`src/rtl/adc_capture_pkg.sv`:
```
// adc_capture_pkg: shared state encoding and width defaults for the ADC capture trigger controller
package adc_capture_pkg;
  localparam int OFFSET_WIDTH_DEF  = 32;
  localparam int TRIGLEN_WIDTH_DEF = 32;
  typedef enum logic [2:0] {
    IDLE    = 3'd0,
    ARMED   = 3'd1,
    OFFSET  = 3'd2,
    CAPTURE = 3'd3,
    DONE    = 3'd4
  } state_t;
endpackage

```
`src/rtl/adc_capture_ctrl_trig_conditioner.sv`:
```
// trig_conditioner: registers the trigger, corrects polarity and selects edge/level firing
// Ports: adc_sampleclk/reset_n clock and async active-low reset; trig_in_i raw synchronous trigger;
//   trig_level_i polarity (1 = active-high); trig_edge_mode_i 1 = edge, 0 = level;
//   trigger_now_i software force; trig_act polarity-corrected level; trig_event firing condition
module trig_conditioner (
  input  logic adc_sampleclk,
  input  logic reset_n,
  input  logic trig_in_i,
  input  logic trig_level_i,
  input  logic trig_edge_mode_i,
  input  logic trigger_now_i,
  output logic trig_act,
  output logic trig_event
);
  logic trig_q, trig_act_d;
  always_ff @(posedge adc_sampleclk or negedge reset_n)
    if (!reset_n) begin
      trig_q     <= 1'b0;
      trig_act_d <= 1'b0;
    end else begin
      trig_q     <= trig_in_i;
      trig_act_d <= trig_act;
    end
  assign trig_act   = trig_q ^ ~trig_level_i;
  assign trig_event = trigger_now_i | (trig_edge_mode_i ? trig_act & ~trig_act_d : trig_act);
endmodule

```
`src/rtl/adc_capture_ctrl.sv`:
```
// adc_capture_ctrl: arm / trigger / offset sequencer driving the ADC sample FIFO capture-go
// Ports: adc_sampleclk/reset_n clock and async active-low reset; arm_i arm level (rising edge arms);
//   trig_in_i/trig_level_i/trig_edge_mode_i trigger source, polarity, mode; trigger_now_i software trigger;
//   offset_i trigger-to-capture delay; capture_stop_i end of window from FIFO stage;
//   capture_go_o, capture_armed_o, trig_status_o, capture_done_o, trig_len_o, state_o status outputs
module adc_capture_ctrl
  import adc_capture_pkg::*;
#(
  parameter int OFFSET_WIDTH  = OFFSET_WIDTH_DEF,
  parameter int TRIGLEN_WIDTH = TRIGLEN_WIDTH_DEF
) (
  input  logic                     adc_sampleclk,
  input  logic                     reset_n,
  input  logic                     arm_i,
  input  logic                     trig_in_i,
  input  logic                     trig_level_i,
  input  logic                     trig_edge_mode_i,
  input  logic                     trigger_now_i,
  input  logic [OFFSET_WIDTH-1:0]  offset_i,
  input  logic                     capture_stop_i,
  output logic                     capture_go_o,
  output logic                     capture_armed_o,
  output logic                     trig_status_o,
  output logic                     capture_done_o,
  output logic [TRIGLEN_WIDTH-1:0] trig_len_o,
  output logic [2:0]               state_o
);
  state_t state, nxt;
  logic arm_q, arm_d, arm_rise, arm_take, trig_act, trig_event, fire, len_run;
  logic [OFFSET_WIDTH-1:0] offset_lat, cnt;
  trig_conditioner u_trig (
    .adc_sampleclk    (adc_sampleclk),
    .reset_n          (reset_n),
    .trig_in_i        (trig_in_i),
    .trig_level_i     (trig_level_i),
    .trig_edge_mode_i (trig_edge_mode_i),
    .trigger_now_i    (trigger_now_i),
    .trig_act         (trig_act),
    .trig_event       (trig_event)
  );
  assign arm_rise = arm_q & ~arm_d;
  // arm edges outside IDLE are dropped so a capture in flight is never disturbed
  assign arm_take = state == IDLE && arm_rise;
  // disarm beats a coincident trigger event
  assign fire     = state == ARMED && arm_q && trig_event;
  assign state_o  = state;
  always_comb begin
    nxt = IDLE;
    case (state)
      IDLE:    nxt = arm_rise ? ARMED : IDLE;
      ARMED:   nxt = !arm_q ? IDLE : !trig_event ? ARMED : offset_lat == '0 ? CAPTURE : OFFSET;
      OFFSET:  nxt = !arm_q ? IDLE : cnt == '0 ? CAPTURE : OFFSET;
      CAPTURE: nxt = capture_stop_i ? DONE : CAPTURE;
      default: nxt = IDLE;
    endcase
  end
  always_ff @(posedge adc_sampleclk or negedge reset_n)
    if (!reset_n) begin
      state           <= IDLE;
      arm_q           <= 1'b0;
      arm_d           <= 1'b0;
      capture_go_o    <= 1'b0;
      capture_armed_o <= 1'b0;
      capture_done_o  <= 1'b0;
      trig_status_o   <= 1'b0;
      offset_lat      <= '0;
      cnt             <= '0;
      trig_len_o      <= '0;
      len_run         <= 1'b0;
    end else begin
      arm_q           <= arm_i;
      arm_d           <= arm_q;
      state           <= nxt;
      capture_go_o    <= nxt == CAPTURE;
      capture_armed_o <= nxt == ARMED;
      capture_done_o  <= nxt == DONE;
      trig_status_o   <= trig_act;
      if (arm_take) offset_lat <= offset_i;
      // loaded with offset-1 so the count reaching zero lands exactly offset cycles later
      if (fire) cnt <= offset_lat - OFFSET_WIDTH'(1);
      else if (state == OFFSET) cnt <= cnt - OFFSET_WIDTH'(1);
      // length run starts on the firing cycle and freezes once the trigger first drops
      if (arm_take) begin
        trig_len_o <= '0;
        len_run    <= 1'b0;
      end else if (fire) begin
        trig_len_o <= TRIGLEN_WIDTH'(trig_act);
        len_run    <= trig_act;
      end else if (len_run && trig_act) trig_len_o <= &trig_len_o ? trig_len_o : trig_len_o + TRIGLEN_WIDTH'(1);
      else len_run <= 1'b0;
    end
endmodule

```
`config.mk`:
```
export PLATFORM = sky130hd
export DESIGN_NAME = adc_capture_ctrl
export DESIGN_NICKNAME = d
export VERILOG_FILES = /design/src/rtl/adc_capture_pkg.sv /design/src/rtl/adc_capture_ctrl_trig_conditioner.sv /design/src/rtl/adc_capture_ctrl.sv
export SDC_FILE = /design/constraint.sdc
export NUM_CORES = 1
export LEC_CHECK = 0
export CORE_ASPECT_RATIO = 1.25
export CORE_UTILIZATION = 50
export CTS_CLUSTER_DIAMETER = 100
export DETAILED_ROUTE_END_ITERATION = 6
export GPL_ROUTABILITY_DRIVEN = 0
export PLACE_DENSITY = 0.76
export SLEW_MARGIN = 20
export SYNTH_ARGS = -nofsm -noshare
export SYNTH_HDL_FRONTEND = slang
export SYNTH_SLANG_ARGS = --single-unit
```
`constraint.sdc`:
```
create_clock -name adc_sampleclk -period 3.9 [get_ports adc_sampleclk]
set_clock_uncertainty 0.15 [all_clocks]
set_input_delay 0.78 -clock adc_sampleclk [delete_from_list [all_inputs] [get_ports adc_sampleclk]]
set_output_delay 0.78 -clock adc_sampleclk [all_outputs]
set_load 0.03 [all_outputs]
```
; After elaboration in Yosys (flattened, before gate mapping)
; Index checks and enable logic that the tools add are counted.
[word_totals]
wordCells = 59
regBits = 107
input_bits = 40
output_inout_bits = 39
[classes]
n_mux = 18
n_bitwise = 7
n_eq_ne = 8
reduce_logical = 11
addsub = 3
[op_table]
columns = operator, count
row1 = $mux W32, 6
row2 = $logic_not A32 Y1, 2
row3 = $sub A32 B1 Y32 const B, 2
row4 = $add A32 B1 Y32 const B, 1
row5 = $reduce_and A32 Y1, 1
row6 = $pmux W3 S4, 1
row7 = $eq A3 B2 Y1 const B, 3
row8 = $mux W1, 7
row9 = $eq A3 B1 Y1 const B, 2
row10 = $mux W2, 3
row11 = $ne A3 B3 Y1 const B, 2
row12 = $logic_and A1 B1 Y1, 4
row13 = $eq A3 B3 Y1 const B, 1
row14 = $logic_not A3 Y1, 1
row15 = $mux W3, 1
row16 = $not A1 Y1, 3
row17 = $reduce_bool A3 Y1, 1
row18 = $and A1 B1 Y1, 2
row19 = $reduce_and A2 Y1, 1
row20 = $reduce_bool A2 Y1, 1
row21 = $or A1 B1 Y1, 1
row22 = $xor A1 B1 Y1, 1

; Logic depth before layout (Yosys ltp)
; Gate-level depths: netlist (run 1).
[logic_depth]
word_depth = 9
depth_mapped = 13
depth_no_buf = 11

; Hierarchy
; From an unflattened synthesis (run 1), not the netlist that was laid out.
[hier_totals]
hier_cells = 594
area_unflattened_um2 = 6010.8
[modules_own_cells]
columns = module, seq_area_each_um2, n_inst, cells_each, area_per_inst_um2
row1 = adc_capture_ctrl, 2652.5, 1, 589, 5940.7
row2 = trig_conditioner, 50.0, 1, 5, 70.1

; Least setup slack after synthesis (run 1)
; No wires, ideal clock.
[synth_path]
kind = input-to-reg
start = input port trig_level_i
end = register cnt[28]
setup_slack_ps = -350
t_arrival_ps = 4006
setup_time_ps = 94
t_required_ps = 3656
n_path_buf = 2
path_stages = 13
cell_sequence = xor2_1 -> inv_1 -> o211ai_1 -> clkbuf_1 -> clkbuf_1 -> mux2i_1 -> ha_1 -> nand2b_1 -> nor4_4 -> nand4_1 -> or4b_1 -> o211a_1 -> a221oi_2
[synth_between]
elab_chain_len = 7
elab_cells_between_ends = 8
[synth_rtl]
columns = item, line_no
row1 = from (decl), adc_capture_ctrl.sv:16  ; input logic trig_level_i,
row2 = $not A1 Y1 *, adc_capture_ctrl_trig_conditioner.sv:24  ; assign trig_act = trig_q ^ ~trig_level_i;
row3 = $xor A1 B1 Y1 *, adc_capture_ctrl_trig_conditioner.sv:24
row4 = named net trig_act, adc_capture_ctrl.sv:29  ; logic arm_q, arm_d, arm_rise, arm_take, trig_act, trig_event, fire, len_run;
row5 = $and A1 B1 Y1, adc_capture_ctrl_trig_conditioner.sv:25  ; assign trig_event = trigger_now_i | (trig_edge_mode_i ? trig_act & ~trig_act_d : trig_act);
row6 = $mux W1 *, adc_capture_ctrl_trig_conditioner.sv:25
row7 = $or A1 B1 Y1 *, adc_capture_ctrl_trig_conditioner.sv:25
row8 = $logic_and A1 B1 Y1 *, adc_capture_ctrl.sv:45  ; assign fire = state == ARMED && arm_q && trig_event;
row9 = $mux W32 or $reduce_bool A2 Y1 (tied branches), n/a
row10 = to (signal assigned), adc_capture_ctrl.sv:80  ; if (fire) cnt <= offset_lat - OFFSET_WIDTH'(1);
row11 = to (signal assigned), adc_capture_ctrl.sv:81  ; else if (state == OFFSET) cnt <= cnt - OFFSET_WIDTH'(1);
row12 = to (decl), adc_capture_ctrl.sv:30  ; logic [OFFSET_WIDTH-1:0] offset_lat, cnt;
; The timed path passes the listed nets; every way through them passes the cells marked *.
; A chain may end at the register's enable or synchronous reset.

; Final worst setup path (run 1)
[layout_path]
start = input port trigger_now_i
end = register cnt[28]
[layout_between]
elab_chain_len = 3
elab_cells_between_ends = 4
[layout_rtl]
columns = item, line_no
row1 = from (decl), adc_capture_ctrl.sv:18  ; input logic trigger_now_i,
row2 = $or A1 B1 Y1 *, adc_capture_ctrl_trig_conditioner.sv:25
row3 = $logic_and A1 B1 Y1 *, adc_capture_ctrl.sv:45
row4 = $mux W32 or $reduce_bool A2 Y1 (tied branches), n/a
; Mark *: on every way between the ends. The rest lies on a longest branch, timed or not.

==> results.yml, run 1 <==
routing:
  first_pass_iters: 5
  first_iter_violations: 372
  wire_per_inst_microns: 17.1
  vias: 5422
  drc: 0
  wl_microns: 15700
  postRouteAntennaNets: 0
  via_per_inst: 5.90
power:
  power.density_nw_per_um2: 509
  p_leak_uw: 0.00298
  ir_drop_mv: 0.251
  total_power_uw: 3750
synthesis:
  ys_seq_area_frac: 0.452
  netlist_area_sq_um: 5930
  synthesis.nets: 730
  synth_enable_flop_cells: 0
  synthCells: 688
  ys_async_sr_fraction: 1.00
  synth_cell_types: 52
  ys_seq_elements: 107
  postSynthAreaPerCell_sq_um: 8.62
  yosysWarnings: 0
  ys.flop_type: "dfrtp_1"
sta:
  rsz0062_at_grt: "no"
  maxSlewViolCount: 0
  min_period_ps: 3590
  tightest_slew_ps: 795
  setup-violations-final: 0
  max_freq_ghz: 0.279
  hold_violations: 0
  fin_crit_sh: 0.920
  timing.slew.headroom: 0.465
critical_path:
  arrival_ps: 3690
  critPathMaxStageDelay_ps: 580
  critical_path_class: "input port to flop"
  cp_max_fo: 4
  cpMaxStageDelayCell: "or4b_4"
  worstPathCellList: "clkdlybuf4s50_1 -> nand3b_1 -> o211ai_1 -> buf_4 -> mux2i_1 -> ha_2 -> nand2b_4 -> nor4_4 -> nand4_1 -> or4b_4 -> o211a_1 -> a221oi_2"
  cp.required_ps: 4000
  critPathLaunchType: "input port"
  cp-end-kind: "flop"
run_status:
  outcome: "completed"
clock_tree:
  cts_tree: "done"
  htree_levels: 3
  cts_setup_buffers: 0
  cts_made_buffers: 9
  cts_root_buf: "clkbuf_16"
  cts_sinks: 107
  clock_latency_ps: 350
  hold_buffers: 0
  cts.clk_slew.worst_paths_ps: 70
  cts.path.max_buffers: 2
  cts_resized: 0
min_path:
  hold_class: "input port to asynchronous set/reset pin"
global_routing:
  grt-ovfl-total: 0
  grtUsageTotal: 0.264
  antenna_found_initial: 0
  grt_max_degree: 59
  grt_pass1_wl_microns: 25600
  grt_pass1_vias: 5265
floorplanning:
  fp-row-count: 44
  die_area_sq_um: 12300
  core_area_sq_um: 11600
  die_x_microns: 99.4
  boundaryPins: 79
  initial_core_util: 0.513
  die_h_microns: 124
placed_design:
  placed_cells: 903
  dpl.hpwl_microns: 11200
  io_buffers: 78
layout:
  layout_commonest_cell: "nand2_1"
  area_growth_syn_to_layout_pct: 24.2
  fin_cells: 919
  nNetsFinal: 818
  drive_gt1_frac: 0.0871
  fin_util: 0.637
  n_antenna_cell: 0
  layout_common_cells: "140 x nand2_1, 107 x dfrtp_1, 76 x clkdlybuf4s50_1"
run:
  cap_violations: 0
==> layer usage <==
layer	global-route usage	up-vias	wire length (microns)	share of wire
met2	0.465	201	8010	0.51
li1	-	2583	-	-
met1	0.323	2603	6390	0.41
met3	0.0460	35	896	0.057
met5	0	-	0	0
met4	0.106	0	445	0.028
==> final cells by class <==
class,count,area (sq um)
clock buffer,9,225
clock inverter,7,123
fill,939,4200
inverter,9,33.8
multi-input combinational,546,3160
sequential,107,2680
tap,138,173
timing repair buffer,103,968
==> worst max-delay path, delay by kind of cell <==
family / cells / cell delay (ps)
compound gates: 3 / 550
fa+ha+maj: 1 / 230
buf+inv: 2 / 570
mux: 1 / 210
simple gates: 5 / 1340
==> final timing paths <==
kind                                       start                         end  slack, ps  cells past startpoint
setup / recovery                   trigger_now_i         cnt[28]$_DFFE_PN0P_        310                     12
hold / removal                           reset_n  offset_lat[29]$_DFFE_PN0P_        320                      1
setup reg to reg            state_o[0]$_DFF_PN0_         cnt[28]$_DFFE_PN0P_        510                     12
hold reg to reg                  arm_q$_DFF_PN0_             arm_d$_DFF_PN0_        330                      0
max in group asynchronous                reset_n   offset_lat[8]$_DFFE_PN0P_       2380                      2
min in group adc_sampleclk       arm_q$_DFF_PN0_             arm_d$_DFF_PN0_        330                      0
==> logic make-up (layout without fill, tap and decap cells) <==
family          Yosys count  in the layout  share of synthesized area
compound gates           94             94                     0.0945
xor+xnor                 65             65                     0.0960
fa+ha+maj                 2              2                    0.00422
buf+inv                  35            128                     0.0234
flops                   107            107                      0.452
mux                      11             11                     0.0192
simple gates            374            374                      0.311
==> stage by stage <==
step / area [sq um] / setup WS, ps / hold WS, ps / TNS, ps
3_5_place_dp: 7010 / -172 / 292 / -200
6_report: 7360 / 313 / 318 / 0
2_1_floorplan: 5970 / -25.1 / 257 / -25.1
4_1_cts: 7360 / 154 / 319 / 0
5_1_grt: 7360 / 166 / 342 / 0
3_3_place_gp: 7010 / -60.4 / 295 / -60.4
==> flip-flops by register name (all words and copies together) (netlist names) <==
| signal | count |
|---|---|
| capture_done_o | 1 |
| arm_d | 1 |
| u_trig.trig_act_d | 1 |
| capture_armed_o | 1 |
| cnt | 32 |
| len_run | 1 |
| trig_len_o | 32 |
| offset_lat | 32 |
| capture_go_o | 1 |
| u_trig.trig_q | 1 |
| state_o | 3 |
| arm_q | 1 |
==> cells in the mapped netlist, types with 2 or more instances <==
cell / count / area, sq um
nand2_1: 140 / 526
dfrtp_1: 107 / 2680
nor2_1: 67 / 251
nor3_1: 38 / 190
xnor2_1: 38 / 333
a21oi_1: 32 / 160
o21ai_0: 32 / 160
xor2_1: 27 / 236
nand3_1: 26 / 130
clkbuf_1: 24 / 90.1
nor4_1: 22 / 138
or3_1: 20 / 125
nor3b_1: 10 / 75.1
inv_1: 9 / 33.8
nand4_1: 9 / 56.3
mux2i_1: 8 / 80.1
or4_1: 8 / 60.1
a211oi_1: 6 / 45.0
nand2b_1: 6 / 37.5
a31oi_1: 4 / 25.0
nand3b_1: 4 / 30.0
o31ai_1: 4 / 30.0
and3_1: 3 / 18.8
and4_1: 3 / 26.3
o211ai_1: 3 / 22.5
or2_2: 3 / 18.8
or4_4: 3 / 33.8
a311oi_1: 2 / 17.5
and2_1: 2 / 12.5
ha_1: 2 / 25.0
mux2_2: 2 / 22.5
nor4_4: 2 / 42.5
o211a_1: 2 / 20.0
or4b_2: 2 / 20.0
==> power by group <==
part           leakage, uW  total [uW]  internal [uW]  switching, uW
registers          0.00136        1750           1380            369
logic              0.00146         946            427            520
clock network     0.000168        1050            633            418
total              0.00298        3750           2440           1310
Power figures use the tool's default switching activity.
==> run 2, diff against run 1 <==
Settings changed: GPL_ROUTABILITY_DRIVEN 0 to unset.
==> run 2 against run 1 <==
Power shrank 3.7%. Die area is the same. Wire length shrank 1.8%. Largest cell class unchanged. Largest power group unchanged.
==> results.yml, run 2 (synthesized netlist as in run 1, its figures left out) <==
run_status:
  outcome: "completed"
routing:
  first_pass_iters: 7
  wl_microns: 15500
  drc: 0
  first_iter_violations: 319
  wire_per_inst_microns: 16.8
  vias: 5386
  postRouteAntennaNets: 0
  via_per_inst: 5.86
power:
  total_power_uw: 3610
  p_leak_uw: 0.00295
  ir_drop_mv: 0.216
  power.density_nw_per_um2: 493
floorplanning:
  fp-row-count: 44
  die_x_microns: 99.4
  boundaryPins: 79
  initial_core_util: 0.513
  die_area_sq_um: 12300
  core_area_sq_um: 11600
  die_h_microns: 124
critical_path:
  arrival_ps: 3810
  critPathLaunchType: "input port"
  cp.required_ps: 4010
  cp-end-kind: "flop"
  cp_max_fo: 4
  critical_path_class: "input port to flop"
run:
  cap_violations: 0
sta:
  timing.slew.headroom: 0.402
  hold_violations: 0
  setup-violations-final: 0
  fin_crit_sh: 0.950
  tns_ps: 0
  maxSlewViolCount: 0
  max_freq_ghz: 0.270
  rsz0062_at_grt: "no"
  min_period_ps: 3700
  tightest_slew_ps: 897
  hold_ws_ps: 312
clock_tree:
  cts.clk_slew.worst_paths_ps: 70
  hold_buffers: 0
  cts_tree: "done"
  cts_root_buf: "clkbuf_16"
  cts_made_buffers: 9
  cts_sinks: 107
  cts.path.max_buffers: 2
  clock_latency_ps: 350
  cts_resized: 0
  htree_levels: 3
  cts_setup_buffers: 0
layout:
  drive_gt1_frac: 0.0845
  layout_commonest_cell: "nand2_1"
  fin_util: 0.634
  n_antenna_cell: 0
  area_growth_syn_to_layout_pct: 23.5
  layout_common_cells: "140 x nand2_1, 107 x dfrtp_1, 77 x clkdlybuf4s50_1"
  reg_top3: "cnt: 32 flops, offset_lat: 32 flops, trig_len_o: 32 flops"
  fin_cells: 919
  fillers: 1010
  nNetsFinal: 818
placed_design:
  io_buffers: 78
  dpl.hpwl_microns: 11100
  place.gp.congestion: 0.912
  placed_cells: 903
global_routing:
  antenna_found_initial: 0
  grt-ovfl-total: 0
  grt_pass1_wl_microns: 25500
  grt_pass1_vias: 5260
  grt_max_degree: 70
  grtUsageTotal: 0.264
min_path:
  hold_class: "flop to flop"
-- run 2: changes by cell type in the layout (fill, tap and decap cells not counted), sizes merged --
| cell | change |
|---|---|
| inv | -1 |
| clkdlybuf4s50 | +1 |
| clkbuf | +2 |
| dlymetal6s2s | -1 |
| bufinv | -2 |
| clkinv | +1 |
-- run 2: worst paths after layout --
check	start	endpoint	slack [ps]	depth (start not counted)
max in group asynchronous	reset_n	trig_len_o[20]$_DFFE_PN0P_	2480	2
min in group asynchronous	reset_n	offset_lat[30]$_DFFE_PN0P_	410	1
max	trig_level_i	cnt[28]$_DFFE_PN0P_	200	13
max reg2reg	state_o[0]$_DFF_PN0_	cnt[28]$_DFFE_PN0P_	560	12
min reg2reg	arm_q$_DFF_PN0_	arm_d$_DFF_PN0_	310	0
min	arm_q$_DFF_PN0_	arm_d$_DFF_PN0_	310	0
-- run 2: power breakdown --
part | switching (uW) | internal, uW
Sequential | 359 | 1380
Combinational | 512 | 427
Clock | 410 | 518
-- run 2: final cells by class --
class | instances | area, sq um | area share
clock buffer | 11 | 243 | 0.0331
clock inverter | 5 | 60.1 | 0.00820
tap | 138 | 173 | 0.0236
inverter | 9 | 33.8 | 0.00461
multi-input combinational | 546 | 3160 | 0.431
timing repair buffer | 103 | 978 | 0.134
sequential | 107 | 2680 | 0.365
-- run 2: metal layers --
metal | up-vias | global-route usage | wire [microns]
met5 | - | 0 | 0
met4 | 0 | 0.105 | 438
met3 | 36 | 0.0455 | 954
met2 | 184 | 0.449 | 7630
met1 | 2584 | 0.335 | 6440
li1 | 2582 | - | -
-- run 2: per-stage QoR --
step,area (sq um),worst slack (ps)
after detailed placement,7020,-184
final,7330,197
after global placement,7020,-56.3
after floorplan,5970,-25.1
after CTS,7320,172
after global routing,7330,51.4
-- run 2: worst max-delay path, stage by stage --
cell and delay, ps:
clkdlybuf4s50_1 550, xor2_4 180, inv_2 60, o211ai_1 170
buf_4 160, mux2i_1 190, ha_2 230, nand2b_4 80
nor4_4 280, nand4_1 110, or4b_1 590, o211a_1 240
a221oi_2 170
==> run 3, diff against run 2 <==
Settings changed: CORE_UTILIZATION 50 to 35, PLACE_DENSITY 0.76 to 0.57.
==> run 3 against run 2 <==
Clock power down 3.7%. Hold slack better by 9.9 ps. Combinational power up 0.7%. First-iteration DRC count down 33%. Design area up 1.6%. Register-to-register slack worse by 50 ps. Clock-buffer cell count down 2. Power down 0.71%. Non-clock buffer count up 5. Global-route usage down 6.5 points. Largest power group unchanged. Highest routed layer unchanged.
==> results.yml, run 3 (synthesized netlist as in run 1, its figures left out) <==
power:
  p_switching_uw: 1330
  power.density_nw_per_um2: 481
  internal-power_uw: 2260
  clock_power_share: 0.250
  pwr-share-seq: 0.486
  sw_frac_of_total: 0.370
  ir_drop_mv: 0.217
  p_comb_frac: 0.264
  p_leak_uw: 0.00298
  total_power_uw: 3580
layout:
  area_growth_syn_to_layout_pct: 25.5
  reg_top3: "cnt: 32 flops, offset_lat: 32 flops, trig_len_o: 32 flops"
  layout_commonest_cell: "nand2_1"
  seq_area_sq_um: 2680
  fillers: 1653
  final_cell_area_sq_um: 7440
  multi_input_area_sq_um: 3160
  layout_common_cells: "140 x nand2_1, 107 x dfrtp_1, 76 x clkdlybuf4s50_1"
  n_antenna_cell: 0
  nNetsFinal: 823
  drive_gt1_frac: 0.0903
floorplanning:
  fp-row-count: 52
  initial_core_util: 0.362
  core_area_sq_um: 16400
  die_h_microns: 148
  die_area_sq_um: 17500
  boundaryPins: 79
  die_x_microns: 118
clock_tree:
  hold_buffers: 0
  clock_latency_ps: 360
  cts_made_buffers: 9
  cts.clk_slew.worst_paths_ps: 70
  cts_root_buf: "clkbuf_16"
  cts_sinks: 107
  htree_levels: 3
  cts.path.max_buffers: 2
  cts_tree: "done"
  cts_setup_buffers: 0
critical_path:
  critical_path_class: "input port to flop"
  cp_max_fo: 4
  cp.required_ps: 4020
  critPathLaunchType: "input port"
  arrival_ps: 3680
  cp-end-kind: "flop"
global_routing:
  grt-ovfl-total: 0
  grt_max_degree: 58
  grt_pass1_wl_microns: 27600
  antenna_found_initial: 0
  grt_pass1_vias: 5323
  grtUsageTotal: 0.199
routing:
  via_per_inst: 5.29
  wl_microns: 16500
  drc: 0
  postRouteAntennaNets: 0
  first_pass_iters: 4
  vias: 5296
  wire_per_inst_microns: 16.5
  first_iter_violations: 215
sta:
  maxSlewViolCount: 0
  hold_violations: 0
  min_period_ps: 3560
  rsz0062_at_grt: "no"
  timing.slew.headroom: 0.464
  fin_crit_sh: 0.913
  tns_ps: 0
  setup-violations-final: 0
  tightest_slew_ps: 797
  max_freq_ghz: 0.281
placed_design:
  io_buffers: 78
  dpl.hpwl_microns: 12000
  placedInstanceArea_sq_um: 7160
  place.gp.congestion: 0.893
run_status:
  outcome: "completed"
min_path:
  hold_class: "flop to flop"
run:
  cap_violations: 0
run 3: cell types whose count changed in the layout (fill, tap and decap cells not counted), sizes merged:
| cell | delta |
|---|---|
| inv | +2 |
| bufinv | -1 |
| buf | +5 |
| clkinv | +1 |
| dlymetal6s2s | +1 |
| clkdlybuf4s50 | -1 |
| clkbuf | -2 |
run 3: cell type report:
cell class,instances,area share
tap,216,0.0363
multi-input combinational,546,0.424
timing repair buffer,108,0.137
clock inverter,7,0.00790
inverter,9,0.00454
clock buffer,9,0.0303
sequential,107,0.360
run 3: critical path, stage by stage:
cell             delay [ps]
clkdlybuf4s50_1         420
nand3b_1                250
o211ai_1                140
buf_4                   160
mux2i_1                 210
ha_2                    240
nand2b_4                 70
nor4_4                  310
nand4_1                 140
or4b_1                  590
o211a_1                 230
a221oi_2                160
run 3: worst paths after layout:
check                                startpoint                         end  slack [ps]  cells past startpoint
max                               trigger_now_i         cnt[28]$_DFFE_PN0P_         340                     12
min                             arm_q$_DFF_PN0_             arm_d$_DFF_PN0_         320                      0
max reg2reg                state_o[0]$_DFF_PN0_         cnt[28]$_DFFE_PN0P_         510                     12
min reg2reg                     arm_q$_DFF_PN0_             arm_d$_DFF_PN0_         320                      0
max in group asynchronous               reset_n   trig_len_o[4]$_DFFE_PN0P_        2530                      2
min in group asynchronous               reset_n  offset_lat[29]$_DFFE_PN0P_         330                      1
run 3: metal layers:
layer / global-route usage / vias up / share of wire / wire [microns]
met5: 0 / - / 0 / 0
met4: 0.0810 / 0 / 0.023 / 379
met3: 0.0382 / 21 / 0.043 / 702
met2: 0.338 / 118 / 0.49 / 8100
met1: 0.248 / 2563 / 0.44 / 7320
li1: - / 2594 / - / -
run 3: power groups by stage:
stage          registers, uW  clock network, uW  logic [uW]
2_1_floorplan           1660                  0         666
3_3_place_gp            1750                  0         920
3_5_place_dp            1750                  0         949
4_1_cts                 1740                919         952
5_1_grt                 1780                963        1060
6_report                1740                894         946
run 3: what timing repair did:
action	CTS	global route
hold endpoints to repair	0	0
setup endpoints to repair	0	1
gates resized for setup	0	1
run 3: per-stage QoR:
stage,utilization,std cells,worst slack [ps],hold slack [ps]
after CTS,0.454,1002,184,327
after floorplan,-,688,-25.1,257
final,0.454,1002,341,322
after global routing,0.454,1002,176,355
after detailed placement,0.437,986,-189,308
after global placement,0.437,986,-122,317
